--- src/rtl/dmem_lsu_bridge.sv ---
// Load/store bridge between the core MEM stage and the single-port ram2 data RAM.
// Runs one transaction at a time: address decode at accept, RAM access, lane extract, response.
module dmem_lsu_bridge #(
    parameter int          ADDR_WIDTH = 13,
    parameter logic [31:0] BASE_ADDR  = 32'h0000_0000
) (
    input  logic                  clk,
    input  logic                  rst_n,
    input  logic                  req_valid,
    output logic                  req_ready,
    input  logic                  req_we,
    input  logic [31:0]           req_addr,
    input  logic [1:0]            req_size,
    input  logic                  req_unsigned,
    input  logic [31:0]           req_wdata,
    output logic                  rsp_valid,
    input  logic                  rsp_ready,
    output logic [31:0]           rsp_rdata,
    output logic                  rsp_err,
    output logic [ADDR_WIDTH-1:0] ram_addr,
    output logic [31:0]           ram_wr_data,
    output logic [3:0]            ram_wr_byte_en,
    output logic                  ram_wr_en,
    input  logic [31:0]           ram_rd_data
);

    // Handshakes: a request transfers on the edge where req_valid && req_ready; a response
    // transfers on the edge where rsp_valid && rsp_ready. rsp_* hold steady until then.
    typedef enum logic [1:0] {IDLE, ACCESS, RD_DATA, RESP} state_t;

    state_t      state, state_nxt;
    logic        accept, misalign, out_of_window, legal;
    logic [3:0]  be_nxt;
    logic [31:0] wdata_nxt;
    logic [1:0]  a_q, size_q;
    logic        uns_q, we_q;
    logic [7:0]  lane_b;
    logic [15:0] lane_h;
    logic [31:0] load_data;

    assign req_ready     = (state == IDLE);
    assign accept        = req_valid && req_ready;
    assign out_of_window = (req_addr[31:ADDR_WIDTH+2] != BASE_ADDR[31:ADDR_WIDTH+2]);
    assign legal         = !misalign && !out_of_window;

    always_comb begin
        misalign  = 1'b0;
        be_nxt    = 4'b0000;
        wdata_nxt = req_wdata;
        case (req_size)
            2'b00: begin
                be_nxt    = 4'b0001 << req_addr[1:0];
                wdata_nxt = {4{req_wdata[7:0]}};
            end
            2'b01: begin
                misalign  = req_addr[0];
                be_nxt    = req_addr[1] ? 4'b1100 : 4'b0011;
                wdata_nxt = {2{req_wdata[15:0]}};
            end
            2'b10: begin
                misalign = (req_addr[1:0] != 2'b00);
                be_nxt   = 4'b1111;
            end
            default: misalign = 1'b1;
        endcase
        if (!req_we) be_nxt = 4'b0000;
    end

    // Lane select uses the byte offset captured at accept; RAM data is valid during RD_DATA.
    always_comb begin
        lane_b = ram_rd_data[{a_q, 3'b000} +: 8];
        lane_h = a_q[1] ? ram_rd_data[31:16] : ram_rd_data[15:0];
        case (size_q)
            2'b00:   load_data = uns_q ? {24'b0, lane_b} : {{24{lane_b[7]}}, lane_b};
            2'b01:   load_data = uns_q ? {16'b0, lane_h} : {{16{lane_h[15]}}, lane_h};
            default: load_data = ram_rd_data;
        endcase
    end

    always_ff @(posedge clk or negedge rst_n) begin
        if (!rst_n) state <= IDLE;
        else        state <= state_nxt;
    end

    always_comb begin
        state_nxt = state;
        case (state)
            IDLE:    if (accept) state_nxt = legal ? ACCESS : RESP;
            ACCESS:  state_nxt = we_q ? RESP : RD_DATA;
            RD_DATA: state_nxt = RESP;
            RESP:    if (rsp_ready) state_nxt = IDLE;
            default: state_nxt = IDLE;
        endcase
    end

    always_ff @(posedge clk or negedge rst_n) begin
        if (!rst_n) begin
            ram_addr       <= '0;
            ram_wr_data    <= '0;
            ram_wr_byte_en <= '0;
            ram_wr_en      <= 1'b0;
            rsp_valid      <= 1'b0;
            rsp_rdata      <= '0;
            rsp_err        <= 1'b0;
            a_q            <= '0;
            size_q         <= '0;
            uns_q          <= 1'b0;
            we_q           <= 1'b0;
        end else begin
            ram_wr_en <= 1'b0;
            if (accept) begin
                a_q    <= req_addr[1:0];
                size_q <= req_size;
                uns_q  <= req_unsigned;
                we_q   <= req_we;
            end
            // Rejected requests never touch the RAM-side registers.
            if (accept && legal) begin
                ram_addr       <= req_addr[ADDR_WIDTH+1:2];
                ram_wr_data    <= wdata_nxt;
                ram_wr_byte_en <= be_nxt;
                ram_wr_en      <= req_we;
            end
            case (state)
                IDLE: if (accept && !legal) begin
                    rsp_valid <= 1'b1;
                    rsp_err   <= 1'b1;
                    rsp_rdata <= '0;
                end
                ACCESS: if (we_q) begin
                    rsp_valid <= 1'b1;
                    rsp_err   <= 1'b0;
                    rsp_rdata <= '0;
                end
                RD_DATA: begin
                    rsp_valid <= 1'b1;
                    rsp_err   <= 1'b0;
                    rsp_rdata <= load_data;
                end
                RESP: if (rsp_ready) rsp_valid <= 1'b0;
                default: ;
            endcase
        end
    end

endmodule

--- config.mk ---
export PLATFORM = sky130hd
export DESIGN_NAME = dmem_lsu_bridge
export DESIGN_NICKNAME = d
export VERILOG_FILES = /design/src/rtl/dmem_lsu_bridge.sv
export SDC_FILE = /design/constraint.sdc
export NUM_CORES = 1
export LEC_CHECK = 0
export ABC_AREA = 1
export BUFFER_PORTS_ARGS = -buffer_cell sky130_fd_sc_hd__buf_2
export CAP_MARGIN = 20
export CORE_UTILIZATION = 49
export DETAILED_ROUTE_END_ITERATION = 8
export GPL_ROUTABILITY_DRIVEN = 0
export GPL_TIMING_DRIVEN = 0
export PLACE_DENSITY = 0.86
export SLEW_MARGIN = 20
export SYNTH_ARGS = -nofsm -noshare
export SYNTH_HDL_FRONTEND = slang
export SYNTH_SLANG_ARGS = --single-unit
--- constraint.sdc ---
create_clock -name clk -period 2.1 [get_ports clk]
set_input_delay 0.63 -clock clk [delete_from_list [all_inputs] [get_ports clk]]
set_output_delay 0.63 -clock clk [all_outputs]
set_load 0.01 [all_outputs]
* Word-level counts from Yosys, hierarchy flattened
Cells that the tools add are included.
Storage, ports and cells: register bits 92, latch bits 0, RAM bits 0, ROM bits 0, word-level logic and storage cells 64, memories kept 0
Cells by class: add/subtract/negate cells 0, $mul 0, divide/modulo/power cells 0, $lt $le $gt $ge 0, equal/unequal tests 10, shifts and indexed selects 2, multiplexer cells 24, bitwise logic cells 0, reductions and logical operators 16
Operators by type and width (number):
- 2-to-1 mux 32 bit | 4
- one-hot mux 32 bit (2 select lines) | 2
- one-hot mux 32 bit (3 select lines) | 1
- indexed part select 32 x 6 -> 8 bit | 1
- nonzero test 17 bit | 1
- 2-to-1 mux 16 bit | 1
- one-hot mux 4 bit (3 select lines) | 1
- 2-to-1 mux 4 bit | 2
- one-hot mux 2 bit (4 select lines) | 1
- equality test 2 x 1 -> 1 bit, second input constant | 3
- equality test 2 bit, second input constant | 3
- zero test 2 bit | 3
- 2-to-1 mux 1 bit | 6
- 2-to-1 mux 2 bit | 3
- one-hot mux 1 bit (3 select lines) | 2
- AND reduction 3 bit | 2
- logical AND 1 bit | 4
- inequality test 2 x 1 -> 1 bit, second input constant | 2
- inequality test 2 bit, second input constant | 2
- one-hot mux 1 bit (4 select lines) | 1
- left shift 1 x 2 -> 4 bit, first input constant | 1
- zero test 1 bit | 3
- nonzero test 3 bit | 1
- AND reduction 2 bit | 1
- nonzero test 2 bit | 1

* Longest topological paths before layout
Gate-level depths: netlist of run 1.
word-level depth 8, mapped depth 12, depth with buffers taken out 9

* Worst setup path before layout of run 1
OpenSTA, ideal clock, no wires.
kind in2reg, start point input req_size[1], end point register rsp_err, library setup time 0.130 ns, arrival time 1.701 ns, required time 1.970 ns, setup slack 0.269 ns, stages 11, buffers on the path 3, path through buf_4 > nor2_4 > nand2_1 > nand3_2 > nor2_4 > nand2_2 > nand3_2 > buf_6 > buf_6 > nand2_1 > o21ai_0
Between the ends: cells in the longest elaborated chain, start to end 8, elaborated cells between the ends (all ways) 10, classes of those cells 3 x eq/ne; 1 x mux; 6 x reduce/logical
Ends and longest elaborated chain:
- start, declared | line 13 | input logic [1:0] req_size,
- equality test 2 bit (tied with other cells) | line 50 | case (req_size)
- one-hot mux 1 bit (3 select lines) (*) | line 50
- zero test 1 bit (*) | line 44 | assign legal = !misalign && !out_of_window;
- logical AND 1 bit (*) | line 44
- zero test 1 bit (*) | line 125 | IDLE: if (accept && !legal) begin
- logical AND 1 bit (*) | line 125
- inequality test 2 x 1 -> 1 bit (no source line) (*)
- AND reduction 3 bit (no source line) (*)
- end signal, assigned | line 127 | rsp_err <= 1'b1;
- end signal, assigned | line 132 | rsp_err <= 1'b0;
- end signal, assigned | line 137 | rsp_err <= 1'b0;
- end, declared | line 19 | output logic rsp_err,
Mark *: on every way between the ends. The rest lies on a longest branch, timed or not. A chain may end at the register's enable or synchronous reset.

* Final worst setup path of run 1
start point register state[0], end point output req_ready
Between the ends: cells in the longest elaborated chain, start to end 1
Ends and longest elaborated chain:
- start, declared | line 31 | state_t state, state_nxt;
- start signal, assigned | line 82 | else state <= state_nxt;
- zero test 2 bit | line 41 | assign req_ready = (state == IDLE);
- end, declared | line 10 | output logic req_ready,
Every way passes these cells.

==> results of run 1 <==
==> per-stage QoR <==
step | hold WS, ns | worst slack (ns) | std cells
final | 0.2744 | 0.1319 | 913
after detailed placement | 0.4540 | -0.2199 | 897
after global placement | 0.4508 | -0.3871 | 896
after CTS | 0.2930 | 0.005088 | 913
after floorplan | 0.3344 | 0.2690 | 597
after global routing | 0.3082 | 0.03029 | 913
==> flip-flops by register name, indices dropped and copies added (netlist names) <==
register        flops
we_q                1
ram_addr           13
rsp_rdata          32
ram_wr_en           1
size_q              2
a_q                 2
rsp_valid           1
state               2
ram_wr_data        32
ram_wr_byte_en      4
rsp_err             1
uns_q               1
==> worst min-delay path by stage <==
stage | end | cells past startpoint | slack [ns]
detailed placement | ram_addr[10] | 2 | 0.45
finish | rsp_rdata[0] | 1 | 0.27
CTS | rsp_rdata[0] | 1 | 0.29
global placement | ram_addr[7] | 2 | 0.45
floorplan | a_q[0] | 0 | 0.33
global route | rsp_rdata[27] | 1 | 0.31
==> layout by cell type, fill, tap and decap left out, types with 3 or more instances in the layout <==
cell,count
dfrtp_1,92
clkbuf_8,9
inv_2,4
ha_1,5
inv_1,23
clkinvlp_4,4
o21ai_0,60
a31oi_1,4
a21oi_1,20
a221oi_1,7
buf_4,3
clkbuf_1,14
nand2_1,227
nor2_4,3
nor2_1,28
nand2_2,4
o21ai_1,21
clkbuf_2,6
or2_2,15
buf_2,193
nand3_1,46
buf_6,4
==> logic make-up (layout without fill, tap and decap cells) <==
family,Yosys count,count (layout),synth area share
compound gates,113,113,0.1300
flops,92,92,0.4995
simple gates,328,328,0.2991
fa+ha+maj,5,5,0.01357
buf+inv,59,264,0.05781
==> power groups by stage <==
stage | Sequential, mW | Combinational [mW] | Clock, mW
global route | 2.22 | 3.11 | 1.16
detailed placement | 2.22 | 2.70 | 0
floorplan | 2.29 | 1.76 | 0
global placement | 2.21 | 2.63 | 0
finish | 2.19 | 2.78 | 1.07
CTS | 2.19 | 2.72 | 1.08
==> worst register-to-register path: cells and delay by family (launching register included) <==
kind,cells,cell delay (ns)
and+or+nand+nor,7,0.90
buffers and inverters,2,0.35
DFF,1,0.41
AOI/OAI and AO/OA,1,0.17
==> layer usage <==
layer / wire length, um / GRT usage
met2: 6347 / 0.4696
met1: 5276 / 0.3649
met3: 1370 / 0.05745
met4: 393 / 0.1183
met5: 0 / 0
==> final cells by class <==
type                            count  area, um^2  area share
Inverter                           28       107.6     0.01821
Multi-Input combinational cell    446        2051      0.3470
Tap cell                          111       138.9     0.02350
Clock buffer                       11       131.4     0.02223
Sequential cell                    92        2302      0.3896
Timing Repair Buffer              189       970.9      0.1643
Clock inverter                      5       38.79    0.006564
Buffer                             31       168.9     0.02858
==> results.md, run 1 <==
- Maximum vdd drop: 0.4070 mV
- Via/cell ratio: 5.363
- H-tree lvl count: 3
- Starting Density: 0.5012
- CTS tree: done
- Skew-Pair Late Insertion Delay: 0.36 ns
- Syn_nets: 706
- Yosys top cell by area: dfrtp_1
- Full die area: 0.009799 mm^2
- Final worst path period share: 0.9372
- Net Sw Power: 2.582 mW
- Synth top area share: 0.4995
- DP Area: 0.005719 mm^2
- Yosys Warn Count: 0
- Initial DRC count: 309
- Total Wirelength: 13390 um
- Layout cells sized above 1: 0.3130
- Most common library cells after synthesis: 228 x nand2_1, 92 x dfrtp_1, 60 x o21ai_0, 46 x nand3_1, 28 x nor2_1
- Buffers on Ports: 188
- # fillers: 795
- Setup CP Type: register to output port
- Worst path slowest cell: dfrtp_1
- Clock Power Share: 0.177
- Int Power: 3.452 mW
- 1st-pass router iterations: 5
- Crit. Startpoint: state[0]
- FF-to-FF End: rsp_rdata[29]
- I/O pin total: 189
- Final hold violations: 0
- Post-synthesis cell count: 597
- Clk sinks: 92
- Reg clk slew, reported paths: 0.09 ns
- Post-synth EDFFs: 0
- # DRC: 0
- #FFs+latches synth: 92
- Critical Path Start Type: register
- Vias in the first global route: 4569
- Vias: 4896
- Number of diodes: 0
- Sequential Power Share: 0.363
- Final net count: 906
- WP data arrival: 1.34 ns
- Switching Share: 0.4279
- Pleak: 3.272 nW
- Power Total: 6.034 mW
- Relative slew slack: 0.5680
- R2R cell count: 10
- Initial antenna violation count: 0
- DRT antenna net count: 0
- Grt ovf: 0
- Num CTS Buffers: 9
- Count of cell types in the netlist: 24
- Fraction of registers with async set/reset: 1.000
- Comb power frac: 0.460
- Worst-path maximum fanout: 4
- Cells along the critical path: inv_1 -> ha_1 -> buf_2
- Delay-heaviest family, CP: flip-flops
- Die H: 98.99 um
- Core Footprint: 0.009196 mm^2
- Top-count cell post-synth: nand2_1
- Area Overhead vs Synth: 28.20%
- Avg WL per Cell: 14.66 um
- Max Slew Vio Count: 0
- Final setup violation count: 0
- Reg-to-Reg Start: size_q[1]
- Total global-route track usage: 0.2840
- Fmax: 508.1 MHz
- CTS resizes: 0
- Hold-fix buffers, CTS: 0
- Buf+Inv Stages, Crit Path: 2
- Root Buffer: clkbuf_8
- Post-route cell area: 0.005909 mm^2
- Netlist Area Pre-Place: 0.004609 mm^2
- CTS max path bufs: 2
- Setup_tns: 0 ns
- Mean post-synth cell area: 7.721 um^2
- Register area share after synthesis: 0.4995
- Pwr Density: 1021 mW/mm^2
- Die W: 98.99 um
- Worst path required time: 1.47 ns
- Critical path depth: 3
- Row count: 35
- Setup bufs post-CTS: 0
- Core Util, Final: 0.6426
- Crit path time final: 1.968 ns
- Critical path's largest stage delay: 0.42 ns
- Max-cap violations: 0
- Final Skew: 0.008097 ns
- R2R setup slack: 0.18 ns
- End of the critical path: req_ready
- Element type at the critical path end: output port
- Worst Tran Pin Value: 0.6456 ns
- Global-route wire length before repair: 21740 um
- HP Class: input port to async pin
- RSZ-0062 raised after global routing: no
- Post-synth top flop: dfrtp_1
- Dpl hpwl: 10270 um
- Largest net degree at the start of global routing: 49
- Outcome: finished, final reports clean
- Top cells by area, synth: dfrtp_1 50%, nand2_1 19%, o21ai_0 6.5%, nand3_1 5.0%, nor2_1 2.3%
Power figures use the tool's default switching activity.
==> run 2: changes to the inputs <==
--- a/config.mk
+++ b/config.mk
@@ -8,11 +8,11 @@
 export ABC_AREA = 1
 export BUFFER_PORTS_ARGS = -buffer_cell sky130_fd_sc_hd__buf_2
 export CAP_MARGIN = 20
-export CORE_UTILIZATION = 49
+export CORE_UTILIZATION = 35
 export DETAILED_ROUTE_END_ITERATION = 8
 export GPL_ROUTABILITY_DRIVEN = 0
 export GPL_TIMING_DRIVEN = 0
-export PLACE_DENSITY = 0.86
+export PLACE_DENSITY = 0.66
 export SLEW_MARGIN = 20
 export SYNTH_ARGS = -nofsm -noshare
 export SYNTH_HDL_FRONTEND = slang
==> run 2 against run 1 <==
  * Register-to-register slack barely moved
  * Clock skew fell by 0.0014 ns
  * Wire length rose by 7.4%
  * Sequential power barely moved
  * Non-clock buffer count did not move
  * Worst setup slack improved by 0.010 ns
  * Final cell count rose by 6.7%
  * Die area rose by 39%
  * Power rose by 11%
  * Sequential share of layout area fell by 1.4 points
  * Hold slack got worse by 0.12 ns
  * Largest cell class unchanged
==> results.md, run 2 (synthesis gave the netlist of run 1 again) <==
- Root Buffer: clkbuf_16
- Via/cell ratio: 4.899 (-8.6%)
- Fmax: 510.7 MHz (+0.52%)
- 1st-pass router iterations: 5 (unchanged)
- Die W: 116.8 um (+18%)
- R2R cell count: 10 (unchanged)
- Setup CP Type: register to output port
- R2R setup slack: 0.19 ns (about the same)
- Total Wirelength: 14380 um (+7.4%)
- Starting Density: 0.3623 (-0.1389)
- Area occupied by multi-input gates: 0.002043 mm^2 (-0.37%)
- Most frequent cells in the layout: 227 x nand2_1, 193 x buf_2, 92 x dfrtp_1
- # fillers: 1336 (+68%)
- FF/Latch Area: 0.002302 mm^2 (unchanged)
- CTS max path bufs: 2 (unchanged)
- Reg-to-Reg Start: size_q[1]
- Int Power: 4.087 mW (+18%)
- Pleak: 3.359 nW (+2.7%)
- Critical Path Start Type: register
- WP data arrival: 1.33 ns (about the same)
- Post-route cell area: 0.006130 mm^2 (+3.7%)
- Cells along the critical path: inv_1 -> ha_1 -> buf_2
- DRT antenna net count: 0 (unchanged)
- Hold-fix buffers, CTS: 0 (unchanged)
- Commonest non-fill, non-tap cell in the layout: nand2_1
- Maximum vdd drop: 0.4298 mV (+5.6%)
- Row count: 41 (+17%)
- Area Overhead vs Synth: 32.98%
- Vias in the first global route: 4507 (-1.4%)
- CTS tree: done
- Worst Tran Pin Value: 0.6587 ns (+0.01313 ns)
- Critical path's largest stage delay: 0.41 ns (about the same)
- Clock Power Share: 0.265 (+0.088)
- Die H: 116.8 um (+18%)
- DP Area: 0.005799 mm^2 (+1.4%)
- Outcome: finished, final reports clean
- Relative slew slack: 0.5592 (-0.008785)
- RSZ-0062 raised after global routing: no
- Final worst path period share: 0.9323 (-0.004867)
- Number of diodes: 0 (unchanged)
- I/O pin total: 189 (unchanged)
- Core Util, Final: 0.4818 (-0.1608)
- Clk sinks: 92 (unchanged)
- Dpl hpwl: 11020 um (+7.3%)
- Crit path time final: 1.958 ns (-0.01022 ns)
- Worst-path maximum fanout: 4 (unchanged)
- # DRC: 0 (unchanged)
- Max Slew Vio Count: 0 (unchanged)
- Largest net degree at the start of global routing: 61 (+24%)
- Reg clk slew, reported paths: 0.06 ns (-0.03 ns)
- Final setup violation count: 0 (unchanged)
- Initial DRC count: 308 (-0.32%)
- Setup bufs post-CTS: 0 (unchanged)
- Initial antenna violation count: 1 (+1)
- H-tree lvl count: 3 (unchanged)
- Num CTS Buffers: 9 (unchanged)
- Layout cells sized above 1: 0.3142 (+0.001247)
- Final Skew: 0.006718 ns (-0.001379 ns)
- Sequential Power Share: 0.328 (-0.035)
- Final net count: 906 (unchanged)
- Max-cap violations: 0 (unchanged)
- HP Class: input port to async pin
- Pwr Density: 1093 mW/mm^2 (+7.0%)
- Net Sw Power: 2.612 mW (+1.2%)
- Largest regs: ram_wr_data: 32 flops, rsp_rdata: 32 flops, ram_addr: 13 flops
- Element type at the critical path end: output port
- Skew-Pair Late Insertion Delay: 0.36 ns (about the same)
- Vias: 4772 (-2.5%)
- Final hold violations: 0 (unchanged)
- Worst path required time: 1.47 ns (about the same)
- Worst path slowest cell: dfrtp_1
- Core Footprint: 0.01272 mm^2 (+38%)
- FF-to-FF End: rsp_rdata[25]
- Comb power frac: 0.407 (-0.053)
- Global-route wire length before repair: 22540 um (+3.7%)
- Setup_tns: 0 ns (unchanged)
- Full die area: 0.01363 mm^2 (+39%)
- Grt ovf: 0 (unchanged)
- Total global-route track usage: 0.2218 (-0.06223)
- Hold WS: 0.1590 ns (-0.1154 ns)
- Switching Share: 0.3899 (-0.03795)
- Buffers on Ports: 188 (unchanged)
- Avg WL per Cell: 14.76 um (+0.64%)
[run 2: cell types whose count changed in the layout (fill, tap and decap cells not counted), sizes merged]
cell      previous run  this run
clkinvlp             4         0
bufinv               0         2
clkinv               1         3
[run 2: per-stage QoR]
stage	cells	worst slack, ns	power, mW
after detailed placement	958	-0.2888	4.958
final	974	0.1421	6.699
after global placement	957	-0.5064	4.925
after global routing	974	0.02532	7.206
after CTS	974	0.02450	6.736
after floorplan	597	0.2690	4.053
[run 2: worst max path at each step]
stage	from	end	slack, ns	cells past startpoint
after floorplan	req_size[1]	rsp_err	0.27	11
after global placement	rst_n	ram_addr[3]	-0.51	1
after detailed placement	req_addr[30]	rsp_rdata[14]	-0.29	8
after CTS	state[0]	ram_wr_data[0]	0.02	7
after global routing	req_size[1]	rsp_rdata[21]	0.03	13
final	state[0]	req_ready	0.14	3
[run 2: power by group through the flow]
stage | sequential, mW | clock (mW) | combinational (mW)
finish | 2.20 | 1.77 | 2.73
global placement | 2.22 | 0 | 2.70
floorplan | 2.29 | 0 | 1.76
detailed placement | 2.23 | 0 | 2.73
global route | 2.23 | 1.89 | 3.09
CTS | 2.19 | 1.80 | 2.74
[run 2: metal layers]
metal / share of wire / global-route usage / up-vias
li1: - / - / 2341
met1: 0.43 / 0.2768 / 2171
met2: 0.46 / 0.3562 / 224
met3: 0.083 / 0.05864 / 36
met4: 0.031 / 0.1089 / 0
met5: 0 / 0 / -
[run 2: area by class of cell]
| class | count | area share |
|---|---|---|
| flip-flops and latches | 92 | 0.3756 |
| multi-input cells | 446 | 0.3333 |
| repair buffers | 189 | 0.1590 |
| clock buffers | 11 | 0.03960 |
| well taps | 172 | 0.03511 |
| plain buffers | 31 | 0.02756 |
| inverters | 28 | 0.01755 |
| clock inverters | 5 | 0.01225 |
[run 2: timing repair]
item | CTS | global route
pin swaps | 0 | 0
endpoints found under the setup margin | 6 | 51
gates cloned | 0 | 0
gates resized for setup | 1 | 12
[run 2: critical path: cells and delay by family (launching register included)]
kind	cells	cell delay (ns)
flops	1	0.41
fa+ha+maj	1	0.26
buf+inv	2	0.30
==> run 3: changes to the inputs <==
--- a/config.mk
+++ b/config.mk
@@ -8,11 +8,14 @@
 export ABC_AREA = 1
 export BUFFER_PORTS_ARGS = -buffer_cell sky130_fd_sc_hd__buf_2
 export CAP_MARGIN = 20
-export CORE_UTILIZATION = 35
+export CELL_PAD_IN_SITES_DETAIL_PLACEMENT = 0
+export CELL_PAD_IN_SITES_GLOBAL_PLACEMENT = 1
+export CORE_UTILIZATION = 34
+export CTS_CLUSTER_DIAMETER = 150
 export DETAILED_ROUTE_END_ITERATION = 8
 export GPL_ROUTABILITY_DRIVEN = 0
 export GPL_TIMING_DRIVEN = 0
-export PLACE_DENSITY = 0.66
+export PLACE_DENSITY_LB_ADDON = 0.1
 export SLEW_MARGIN = 20
 export SYNTH_ARGS = -nofsm -noshare
 export SYNTH_HDL_FRONTEND = slang
==> run 3 against run 2 <==
  * Worst setup slack worse by 0.0056 ns
  * Hold slack worse by 0.029 ns
  * Non-clock buffer count did not move
  * Sequential power barely moved
  * Power is 1.7% lower
  * Utilization decreased by 2.0 points
  * Final cell count increased by 0.41%
  * Sequential share of layout area up 0.12 points
  * Fmax is 0.28% lower
  * Die area increased by 2.9%
  * Largest cell class unchanged
==> results.md, run 3 (synthesis gave the netlist of run 1 again) <==
- Row count: 42 (+2.4%)
- H-tree lvl count: 3 (unchanged)
- Buffers on Ports: 188 (unchanged)
- CTS tree: done
- RSZ-0062 raised after global routing: no
- Largest net degree at the start of global routing: 71 (+16%)
- Pwr Density: 1078 mW/mm^2 (-1.4%)
- Setup CP Type: register to output port
- Worst path required time: 1.47 ns (about the same)
- Element type at the critical path end: output port
- Maximum vdd drop: 0.3373 mV (-22%)
- Pleak: 3.339 nW (-0.61%)
- Most frequent cells in the layout: 227 x nand2_1, 193 x buf_2, 92 x dfrtp_1
- Core Footprint: 0.01324 mm^2 (+4.1%)
- Reg-to-Reg Start: state[0]
- Fmax: 509.3 MHz (-0.28%)
- 1st-pass router iterations: 4 (-1)
- Avg WL per Cell: 14.89 um (+0.86%)
- Initial antenna violation count: 1 (unchanged)
- Max-cap violations: 0 (unchanged)
- Layout cells sized above 1: 0.3142 (unchanged)
- Worst Tran Pin Value: 0.6787 ns (+0.01994 ns)
- Starting Density: 0.3481 (-0.01424)
- Number of diodes: 0 (unchanged)
- Reg clk slew, reported paths: 0.07 ns (about the same)
- Initial DRC count: 295 (-4.2%)
- Via/cell ratio: 4.826 (-1.5%)
- Final setup violation count: 0 (unchanged)
- Global-route wire length before repair: 23700 um (+5.2%)
- Commonest non-fill, non-tap cell in the layout: nand2_1
- Grt ovf: 0 (unchanged)
- Total Wirelength: 14560 um (+1.3%)
- HP Class: input port to async pin
- Total global-route track usage: 0.2176 (-0.004192)
- Clk sinks: 92 (unchanged)
- Power Total: 6.585 mW (-1.7%)
- Vias: 4720 (-1.1%)
- Worst-path maximum fanout: 4 (unchanged)
- FF/Latch Area: 0.002302 mm^2 (unchanged)
- Num CTS Buffers: 9 (unchanged)
- I/O pin total: 189 (unchanged)
- Filler-free cell count of the finished design: 978 (+0.41%)
- Crit. Startpoint: state[0]
- Dpl hpwl: 11220 um (+1.8%)
- Final net count: 906 (unchanged)
- Area Overhead vs Synth: 32.55%
- Largest regs: ram_wr_data: 32 flops, rsp_rdata: 32 flops, ram_addr: 13 flops
- Core Util, Final: 0.4614 (-0.02045)
- Vias in the first global route: 4664 (+3.5%)
- # fillers: 1438 (+7.6%)
- Final worst path period share: 0.9350 (+0.002656)
- R2R setup slack: 0.25 ns (+0.06 ns)
- Area occupied by multi-input gates: 0.002043 mm^2 (unchanged)
- Final Skew: 0.007027 ns (+0.0003085 ns)
- Die H: 118.4 um (+1.4%)
- WP data arrival: 1.33 ns (about the same)
- Critical Path Start Type: register
- Die W: 118.4 um (+1.4%)
- Outcome: finished, final reports clean
- # DRC: 0 (unchanged)
- Final hold violations: 0 (unchanged)
- CTS max path bufs: 2 (unchanged)
- Skew-Pair Late Insertion Delay: 0.35 ns (about the same)
- Max Slew Vio Count: 0 (unchanged)
- DRT antenna net count: 0 (unchanged)
- Root Buffer: clkbuf_16
- Crit path time final: 1.963 ns (+0.005578 ns)
- Full die area: 0.01403 mm^2 (+2.9%)
- Relative slew slack: 0.5459 (-0.01335)
- Hold WS: 0.1299 ns (-0.02908 ns)
- Cells after DPL: 962 (+0.42%)
[run 3: timing repair]
| item | in CTS | in global routing |
|---|---|---|
| endpoints found under the setup margin | 21 | 61 |
| hold buffers | 0 | 0 |
| setup buffers | 0 | 0 |
| gates resized for setup | 4 | 6 |
[run 3: path summary, 6_finish.rpt]
check / endpoint / depth (start not counted)
max: req_ready / 3
min in group clk: ram_addr[0] / 2
max in group asynchronous: ram_addr[10] / 2
min reg2reg: ram_addr[0] / 2
min: rsp_rdata[0] / 1
max reg2reg: ram_wr_data[16] / 8
[run 3: metal layers]
| layer | global-route usage | wire (um) | vias to the layer above |
|---|---|---|---|
| li1 | - | - | 2341 |
| met1 | 0.2727 | 6205 | 2206 |
| met2 | 0.3643 | 7053 | 158 |
| met3 | 0.05550 | 1101 | 13 |
| met4 | 0.07358 | 181 | 2 |
| met5 | 0 | 16 | - |
[run 3: power by group]
part / internal (mW) / total [mW] / switching (mW) / leakage [nW]
sequential: 2.05 / 2.19 / 0.144 / 1.25
clock: 0.924 / 1.64 / 0.720 / 0.139
combinational: 0.972 / 2.75 / 1.78 / 1.95
[run 3: cell type report]
cell class / instances / area share
flip-flops and latches: 92 / 0.3768
repair buffers: 189 / 0.1595
clock inverters: 6 / 0.01044
well taps: 176 / 0.03604
clock buffers: 10 / 0.03748
plain buffers: 31 / 0.02765
multi-input cells: 446 / 0.3344
inverters: 28 / 0.01761
[run 3: worst max-delay path, cell delays in order, from the launching register on]
cell,delay (ns)
dfrtp_1,0.41
inv_1,0.15
ha_1,0.27
buf_2,0.16
[run 3: through the flow]
stage | TNS [ns] | worst slack, ns | instance area (um^2)
after floorplan | 0 | 0.2690 | 4609
after global placement | -67.29 | -0.5745 | 5771
after detailed placement | -17.05 | -0.3757 | 5804
after CTS | 0 | 0.007007 | 6102
after global routing | 0 | 0.03683 | 6110
final | 0 | 0.1365 | 6110
